==> src/rtl/ram_scan_ctrl_pkg.sv <==
// Shared types and default parameters for the RAM scan controller.
package ram_scan_ctrl_pkg;

  localparam int unsigned DefDataW   = 8;
  localparam int unsigned DefAddrW   = 5;
  localparam int unsigned DefTickDiv = 50_000_000;

  typedef enum logic [1:0] {
    StScan     = 2'd0,
    StWrite    = 2'd1,
    StReadback = 2'd2
  } state_e;

endpackage

==> src/rtl/ram_scan_ctrl_tick_gen.sv <==
// Free-running divider: one-cycle tick every TICK_DIV clock cycles.
module tick_gen
  import ram_scan_ctrl_pkg::*;
#(
  parameter int unsigned TICK_DIV = DefTickDiv
) (
  input  logic CLOCK_50,
  input  logic RST,
  output logic tick
);

  localparam int unsigned CntW = $clog2(TICK_DIV);
  localparam logic [CntW-1:0] CntMax = CntW'(TICK_DIV - 1);

  logic [CntW-1:0] cnt_q;

  always_ff @(posedge CLOCK_50 or negedge RST) begin
    if (!RST) begin
      cnt_q <= '0;
    end else if (cnt_q == CntMax) begin
      cnt_q <= '0;
    end else begin
      cnt_q <= cnt_q + 1'b1;
    end
  end

  assign tick = (cnt_q == CntMax);

endmodule

==> src/rtl/ram_scan_ctrl.sv <==
// Scans a small RAM on a slow tick and shows each word; edge-triggered writes
// interrupt the scan for a write cycle and a read-back cycle.
module ram_scan_ctrl
  import ram_scan_ctrl_pkg::*;
#(
  parameter int unsigned DATA_W   = DefDataW,
  parameter int unsigned ADDR_W   = DefAddrW,
  parameter int unsigned TICK_DIV = DefTickDiv
) (
  input  logic              CLOCK_50,
  input  logic              RST,
  input  logic [DATA_W-1:0] sw_data,
  input  logic [ADDR_W-1:0] sw_addr,
  input  logic              sel_addr,
  input  logic              load,
  input  logic              wr_en,
  input  logic              hold,
  output logic [DATA_W-1:0] rd_data,
  output logic [ADDR_W-1:0] rd_addr,
  output logic              rd_valid,
  output logic [ADDR_W-1:0] wr_addr_q,
  output logic              busy
);

  localparam int unsigned Depth = 2 ** ADDR_W;

  state_e            state_q, state_d;
  logic              tick, scan_tick, wr_rise;
  logic              wr_en_prev_q;
  logic              wr_pend_q, wr_pend_d;
  logic              tick_pend_q, tick_pend_d;
  logic [ADDR_W-1:0] scan_addr_q, scan_addr_d;
  logic [DATA_W-1:0] data_q;
  logic [ADDR_W-1:0] snap_addr_q, snap_addr_d;
  logic [DATA_W-1:0] snap_data_q, snap_data_d;
  logic              ram_we, ram_re;
  logic [ADDR_W-1:0] ram_raddr;
  logic [DATA_W-1:0] ram_rdata_q;
  logic              rd_pipe_vld_q;
  logic [ADDR_W-1:0] rd_pipe_addr_q;
  logic [DATA_W-1:0] mem_q [Depth];

  tick_gen #(
    .TICK_DIV(TICK_DIV)
  ) u_tick_gen (
    .CLOCK_50(CLOCK_50),
    .RST     (RST),
    .tick    (tick)
  );

  assign wr_rise   = wr_en & ~wr_en_prev_q;
  assign scan_tick = tick & ~hold;
  assign busy      = (state_q != StScan);

  always_ff @(posedge CLOCK_50 or negedge RST) begin
    if (!RST) begin
      state_q <= StScan;
    end else begin
      state_q <= state_d;
    end
  end

  always_comb begin
    state_d     = state_q;
    wr_pend_d   = wr_pend_q;
    tick_pend_d = tick_pend_q;
    scan_addr_d = scan_addr_q;
    snap_addr_d = snap_addr_q;
    snap_data_d = snap_data_q;
    ram_we      = 1'b0;
    ram_re      = 1'b0;
    ram_raddr   = scan_addr_q;
    unique case (state_q)
      StScan: begin
        // A write outranks any tick; the tick waits as the single pending one.
        if (wr_pend_q || wr_rise) begin
          state_d     = StWrite;
          wr_pend_d   = 1'b0;
          snap_addr_d = wr_addr_q;
          snap_data_d = data_q;
          if (scan_tick) tick_pend_d = 1'b1;
        end else if (!hold && (tick || tick_pend_q)) begin
          ram_re      = 1'b1;
          scan_addr_d = scan_addr_q + 1'b1;
          tick_pend_d = 1'b0;
        end
      end
      StWrite: begin
        ram_we  = 1'b1;
        state_d = StReadback;
        if (wr_rise)   wr_pend_d   = 1'b1;
        if (scan_tick) tick_pend_d = 1'b1;
      end
      StReadback: begin
        ram_re    = 1'b1;
        ram_raddr = snap_addr_q;
        state_d   = StScan;
        if (wr_rise)   wr_pend_d   = 1'b1;
        if (scan_tick) tick_pend_d = 1'b1;
      end
      default: state_d = StScan;
    endcase
  end

  always_ff @(posedge CLOCK_50 or negedge RST) begin
    if (!RST) begin
      wr_en_prev_q   <= 1'b0;
      wr_pend_q      <= 1'b0;
      tick_pend_q    <= 1'b0;
      scan_addr_q    <= '0;
      wr_addr_q      <= '0;
      data_q         <= '0;
      snap_addr_q    <= '0;
      snap_data_q    <= '0;
      rd_pipe_vld_q  <= 1'b0;
      rd_pipe_addr_q <= '0;
      rd_data        <= '0;
      rd_addr        <= '0;
      rd_valid       <= 1'b0;
    end else begin
      wr_en_prev_q   <= wr_en;
      wr_pend_q      <= wr_pend_d;
      tick_pend_q    <= tick_pend_d;
      scan_addr_q    <= scan_addr_d;
      snap_addr_q    <= snap_addr_d;
      snap_data_q    <= snap_data_d;
      if (load && sel_addr)  wr_addr_q <= sw_addr;
      if (load && !sel_addr) data_q    <= sw_data;
      rd_pipe_vld_q  <= ram_re;
      rd_pipe_addr_q <= ram_raddr;
      rd_valid       <= rd_pipe_vld_q;
      // Address travels with its read so the displayed pair always matches.
      if (rd_pipe_vld_q) begin
        rd_data <= ram_rdata_q;
        rd_addr <= rd_pipe_addr_q;
      end
    end
  end

  // RAM array and its read register are deliberately left out of reset.
  always_ff @(posedge CLOCK_50) begin
    if (ram_we) mem_q[snap_addr_q] <= snap_data_q;
    if (ram_re) ram_rdata_q <= mem_q[ram_raddr];
  end

endmodule

==> config.mk <==
export PLATFORM = sky130hd
export DESIGN_NAME = ram_scan_ctrl
export DESIGN_NICKNAME = d
export VERILOG_FILES = /design/src/rtl/ram_scan_ctrl_pkg.sv /design/src/rtl/ram_scan_ctrl_tick_gen.sv /design/src/rtl/ram_scan_ctrl.sv
export SDC_FILE = /design/constraint.sdc
export NUM_CORES = 1
export LEC_CHECK = 0
export BUFFER_PORTS_ARGS = -buffer_cell sky130_fd_sc_hd__buf_2
export CAP_MARGIN = 20
export CELL_PAD_IN_SITES_DETAIL_PLACEMENT = 1
export CELL_PAD_IN_SITES_GLOBAL_PLACEMENT = 1
export CORE_ASPECT_RATIO = 1.1
export CORE_MARGIN = 1
export CORE_UTILIZATION = 35
export DETAILED_ROUTE_END_ITERATION = 16
export GPL_TIMING_DRIVEN = 0
export PLACE_DENSITY = 0.58
export SLEW_MARGIN = 20
export SYNTH_ARGS = -nofsm -noshare
export SYNTH_HDL_FRONTEND = slang
export SYNTH_SLANG_ARGS = --single-unit
==> constraint.sdc <==
create_clock -name CLOCK_50 -period 2.4 [get_ports CLOCK_50]
set_input_delay 0.48 -clock CLOCK_50 [delete_from_list [all_inputs] [get_ports CLOCK_50]]
set_output_delay 0.48 -clock CLOCK_50 [all_outputs]
set_load 0.02 [all_outputs]
## Word level (Yosys, flattened, before mapping)

Memory sizes are Yosys's and may differ from the RTL's. A register that Yosys moved wholly into a read port is not among the register bits.
Cells that the tools add are included.

| storage, ports and cells | value |
|---|---|
| input port bits | 19 |
| logic and storage cells | 61 |
| RAM bits | 256 |
| memories | 1 |
| output and inout port bits | 20 |
| flip-flop bits (word level) | 82 |

Memory list:

| memory | words | bits a word | read ports | clocked after Yosys merged registers in | write ports | RTL line | text |
|---|---|---|---|---|---|---|---|
| mem_q | 32 | 8 | 1 | 1 | 1 | ram_scan_ctrl.sv:41 | `logic [DATA_W-1:0] mem_q [Depth];` |

| cells by class | value |
|---|---|
| add/sub/neg operators | 2 |
| bitwise logic cells | 5 |
| muxes and demuxes | 17 |
| equality and inequality tests | 6 |
| reductions and logical operators | 15 |

Operators by type and width:

| cell | number |
|---|---|
| 26-bit by 1-bit adder with 26-bit output, second input constant | 1 |
| 26-bit == test, second input constant | 1 |
| 26-bit two-way mux | 1 |
| 1-bit two-way mux | 10 |
| 1-bit case mux with 2 select lines | 3 |
| 3-bit AND reduction | 2 |
| 5-bit by 1-bit adder with 5-bit output, second input constant | 1 |
| 5-bit two-way mux | 1 |
| 2-bit case mux with 2 select lines | 1 |
| 2-bit AND reduction | 2 |
| 2-bit nonzero test | 2 |
| 1-bit logical AND | 3 |
| 3-bit inequality test, second input constant | 1 |
| 1-bit inverter | 3 |
| 1-bit bitwise AND | 2 |
| 2-bit by 1-bit == test with 1-bit output, second input constant | 1 |
| 2-bit == test, second input constant | 1 |
| 1-bit zero test | 2 |
| 2-bit zero test | 1 |
| 1-bit logical OR | 2 |
| 2-bit two-way mux | 1 |
| 2-bit by 1-bit inequality test with 1-bit output, second input constant | 1 |
| 2-bit inequality test, second input constant | 1 |
| 2-bit OR reduction | 1 |

## Depth between registers and ports, before layout

| depth | value |
|---|---|
| depth after elaboration | 6 |
| depth in mapped cells | 11 |

## Cells and area by module

A second synthesis with hierarchy kept.

| second synthesis, totals | value |
|---|---|
| cells, all modules | 1105 |
| area total of the unflattened synthesis | 14274.9 um2 |

By module, submodules not included:

| module | area each (um2) | sequential area each (um2) | cells an instance | instances |
|---|---|---|---|---|
| ram_scan_ctrl | 12937.4 | 9328.9 | 971 | 1 |
| tick_gen | 1337.5 | 650.6 | 134 | 1 |

## Least setup slack after synthesis

OpenSTA, ideal clock, no wires.

| timing | value |
|---|---|
| path kind | reg-to-reg |
| from | register state_q[0] |
| to | register ram_rdata_q[0], read port of mem_q, data pin |
| slack | 0.094 ns |
| stages on the path, launching flop included | 10 |
| period minus slack after synthesis | 2.306 ns |
| arrival | 2.045 ns |
| buffers on the path | 2 |
| library setup time | 0.261 ns |
| cell sequence | dfrtp_1 inv_1 ha_1 buf_6 buf_8 or3b_4 a211oi_2 a32oi_1 and4_4 o311a_1 |

| between the ends | value |
|---|---|
| word-level cells in the longest chain between the ends | 2 |
| elaborated cells on any way between the ends | 4 |
| those cells by class | 1 x eq/ne; 2 x mux; 1 x reduce/logical |

RTL lines:

| item | RTL line | text |
|---|---|---|
| start, declared | ram_scan_ctrl.sv:27 | `state_e state_q, state_d;` |
| start signal, assigned | ram_scan_ctrl.sv:57 | `state_q <= StScan;` |
| start signal, assigned | ram_scan_ctrl.sv:59 | `state_q <= state_d;` |
| 2-bit == test / 2-bit zero test (equally long branches) | ram_scan_ctrl.sv:73 | `unique case (state_q)` |
| 1-bit case mux with 2 select lines / 5-bit two-way mux (equally long branches) | ram_scan_ctrl.sv:73 |  |
| end, declared | ram_scan_ctrl.sv:38 | `logic [DATA_W-1:0] ram_rdata_q;` |

Several ways; a longest one is shown, not always the timed one.
A chain may end at the register's enable or synchronous reset.

## Final worst setup path

| timing | value |
|---|---|
| from | register state_q[0] |
| to | register ram_rdata_q[5], read port of mem_q, data pin |

Same word-level chain as after synthesis.

==> impl_metrics.env <==
export IMPL_violations="negative setup slack"
export IMPL_postSynthRegisterBits=346
export IMPL_route_antenna_remaining_nets=0
export IMPL_min_delay_worst_endpoint="wr_en_prev_q"
export IMPL_cp_start_kind="flop"
export IMPL_drc=0
export IMPL_viasPerCell=5.464
export IMPL_critPathLaunch="state_q[0]"
export IMPL_drv_slew=0
export IMPL_cts_buffer_depth=3
export IMPL_finalInstanceArea_um2=17640
export IMPL_ys_dominant_reg_cell="sky130_fd_sc_hd__edfxtp_1"
export IMPL_synthArstFlopShare=0.2370
export IMPL_hold_viol=0
export IMPL_fmax_ghz=0.3826
export IMPL_vdd_ir_drop_worst_v=0.0005202
export IMPL_grt_pass1_vias=9460
export IMPL_synth_warning_count=0
export IMPL_hold_class="input port to flop"
export IMPL_min_delay_start="wr_en"
export IMPL_setup_tns_ns=-1.296
export IMPL_first_iter_violations=590
export IMPL_rows=77
export IMPL_detailed_place_hpwl_mm=26.69
export IMPL_numCtsBuffers=39
export IMPL_status="finished with violations"
export IMPL_first_pass_grt_wire_length_mm=61.00
export IMPL_chipHeight_um=214.9
export IMPL_wire_per_inst_um=24.31
export IMPL_setup_viol_count_final=8
export IMPL_synth_yosys_seq_area_share=0.6921
export IMPL_grt_ovfl_total=0
export IMPL_synthesis_area_um2=14420
export IMPL_initial_core_utilization=0.3572
export IMPL_final_core_util=0.4370
export IMPL_clock_sink_count=346
export IMPL_power_per_cell_area_nw_per_um2=1113
export IMPL_postSynthAreaPerCell_um2=14.52
export IMPL_core_region_area_um2=40370
export IMPL_worstRegToRegCells=11
export IMPL_cts_max_level=2
export IMPL_yosys_cell_types_count=70
export IMPL_syn_num_nets=1017
export IMPL_crit_path_max_fanout=6
export IMPL_clk_latency_ns=0.54
export IMPL_track_usage=0.1967
export IMPL_setup_slack_ns=-0.2139
export IMPL_finalPower_mw=19.63
export IMPL_buffer_ports_inserted=38
export IMPL_synthDominantAreaCellType="sky130_fd_sc_hd__edfxtp_1"
export IMPL_grt_start_max_net_pins=49
export IMPL_endpoint_kind="flop"
export IMPL_worst_r2r_setup_slack_ns=-0.21
export IMPL_slew_headroom=0.3611
export IMPL_grt_antenna_before_repair=0
export IMPL_layout_area_overhead_pct=22.34
export IMPL_timing_max_cap_violations=0
export IMPL_endpoint_of_the_worst_slack_reg_to_reg_timing_path="ram_rdata_q[5]"
export IMPL_static_leakage_power_nw=6.101
export IMPL_worst_clock_skew_ns=0.01661
export IMPL_post_synth_main_area_contributors="sky130_fd_sc_hd__edfxtp_1 (55%), sky130_fd_sc_hd__dfrtp_1 (14%), sky130_fd_sc_hd__mux2i_1 (3.6%)"
export IMPL_fin_nets=1136
export IMPL_clock_root_buffer="sky130_fd_sc_hd__clkbuf_16"
export IMPL_fin_crit_sh=1.089
export IMPL_count_of_flip_flops_with_a_built_in_enable_after_synthesis=264
export IMPL_synthCells=993
export IMPL_floorplan_die_width_um=195.5
export IMPL_fin_crit_ns=2.614
export IMPL_dpl_instance_area_um2=15310
export IMPL_clk_pin_slew_worst_paths_ns=0.06
export IMPL_number_of_i_o_pins=39
export IMPL_worst_setup_path_type="flop to flop"
export IMPL_drive_above_1_share=0.2910
export IMPL_worst_endpoint_arrival_ns=2.94
export IMPL_routed_via_count=9037
export IMPL_synth_top_area_frac=0.5498
export IMPL_regToRegStartpoint="state_q[0]"
export IMPL_tritoncts="yes"
export IMPL_setup_repair_after_global_routing_missed_its_margin="true"
export IMPL_detail_route_wirelength_mm=40.21
export IMPL_antennaDiodeCount=0
export IMPL_worst_slew_pin_slew_ns=0.9546
export IMPL_synth_most_common_cell="sky130_fd_sc_hd__edfxtp_1"
export IMPL_final_weighted_congestion_in_routability_driven_placement=0.7989
export IMPL_hold_path_cell_cnt=1
export IMPL_finalHoldWorstSlack_ns=0.07317
export IMPL_worst_endpoint_required_ns=2.72
export IMPL_synth_cells_most_frequent="sky130_fd_sc_hd__edfxtp_1 (264), sky130_fd_sc_hd__nand2_1 (111), sky130_fd_sc_hd__dfrtp_1 (82)"
export IMPL_die_area_um2=42020
export IMPL_detail_route_first_pass_iterations=5
-- per-layer routing --
metal	track usage	up-vias	wire length, um
met5	0	-	0
met4	0.08084	0	1422
met3	0.03107	67	1831
met2	0.3227	237	19390
met1	0.2596	4692	17560
li1	-	4041	-
-- cells in the final DEF (no fill, tap or decap), types with 12 or more instances in the layout --
| master | Yosys | final |
|---|---|---|
| sky130_fd_sc_hd__clkbuf_16 | 0 | 43 |
| sky130_fd_sc_hd__buf_2 | 15 | 40 |
| sky130_fd_sc_hd__xnor2_1 | 16 | 16 |
| sky130_fd_sc_hd__inv_1 | 13 | 12 |
| sky130_fd_sc_hd__buf_6 | 6 | 16 |
| sky130_fd_sc_hd__mux2i_1 | 52 | 47 |
| sky130_fd_sc_hd__a32oi_1 | 30 | 17 |
| sky130_fd_sc_hd__a32oi_2 | 1 | 12 |
| sky130_fd_sc_hd__a21oi_1 | 58 | 46 |
| sky130_fd_sc_hd__nand3_1 | 16 | 15 |
| sky130_fd_sc_hd__nor2_4 | 0 | 22 |
| sky130_fd_sc_hd__edfxtp_1 | 264 | 264 |
| sky130_fd_sc_hd__nand2_1 | 111 | 111 |
| sky130_fd_sc_hd__dfrtp_1 | 82 | 75 |
| sky130_fd_sc_hd__nor2_1 | 66 | 34 |
| sky130_fd_sc_hd__o22ai_1 | 13 | 13 |
| sky130_fd_sc_hd__mux2_2 | 42 | 42 |
| sky130_fd_sc_hd__clkbuf_1 | 21 | 19 |
| sky130_fd_sc_hd__buf_4 | 4 | 35 |
-- power breakdown --
group | switching [mW] | internal, mW
clock | 2.36 | 3.52
sequential | 0.979 | 7.75
combinational | 3.06 | 1.96
-- sequential cells by signal (all words and copies together), names as in the netlist, 5 cells and up --
| signal | cells |
|---|---|
| data_q | 8 |
| mem_q | 256 |
| ram_rdata_q | 8 |
| rd_addr | 5 |
| rd_data | 8 |
| rd_pipe_addr_q | 5 |
| scan_addr_q | 5 |
| snap_addr_q | 5 |
| snap_data_q | 8 |
| u_tick_gen.cnt_q | 26 |
| wr_addr_q | 5 |
-- critical path: stages, from the launching register on --
cell and delay, ns:
sky130_fd_sc_hd__dfrtp_1 0.39, sky130_fd_sc_hd__inv_2 0.08, sky130_fd_sc_hd__ha_4 0.21, sky130_fd_sc_hd__mux2i_4 0.27, sky130_fd_sc_hd__buf_12 0.15, sky130_fd_sc_hd__inv_8 0.05
sky130_fd_sc_hd__buf_12 0.14, sky130_fd_sc_hd__buf_12 0.14, sky130_fd_sc_hd__mux2i_2 0.15, sky130_fd_sc_hd__a32oi_2 0.19, sky130_fd_sc_hd__nand4_1 0.21, sky130_fd_sc_hd__a221oi_2 0.40
-- timing repair --
action | CTS | global route
setup buffers | 36 | 2
gates resized for setup | 149 | 35
cloned | 2 | 0
pin swaps | 33 | 8
endpoints found under the hold margin | 47 | 0
endpoints found under the setup margin | 274 | 232
hold buffers | 1 | 0
-- layout make-up --
class / instances / area (um2)
clock inverter: 15 / 128.9
sequential: 346 / 9988
clock buffer: 55 / 1139
timing repair buffer: 80 / 638.1
inverter: 16 / 70.07
fill: 3992 / 22730
timing repair inverter: 1 / 7.507
tap: 513 / 641.9
buffer: 47 / 410.4
multi-input combinational: 581 / 4618
-- cell families after synthesis --
group / after synthesis / share of synthesized area
compound gates: 183 / 0.09111
flops: 346 / 0.6921
fa+ha+maj: 5 / 0.004338
simple gates: 263 / 0.08703
buf+inv: 66 / 0.02360
xor+xnor: 26 / 0.01579
mux: 104 / 0.08607
-- per-stage QoR --
step	worst slack, ns	cells
6_report	-0.2139	1654
5_1_grt	-0.2877	1654
4_1_cts	-0.4203	1653
3_5_place_dp	-0.9669	1546
3_3_place_gp	-0.9359	1544
2_1_floorplan	0.09447	993
-- worst max path at each step --
stage,endpoint,slack [ns],depth (start not counted)
floorplan,ram_rdata_q[0],0.09,9
global placement,ram_rdata_q[3],-0.94,9
detailed placement,ram_rdata_q[3],-0.97,9
CTS,mem_q[4][0],-0.42,5
global route,ram_rdata_q[3],-0.29,11
finish,ram_rdata_q[5],-0.21,11
Note: power is estimated with default switching activity, not from simulation.
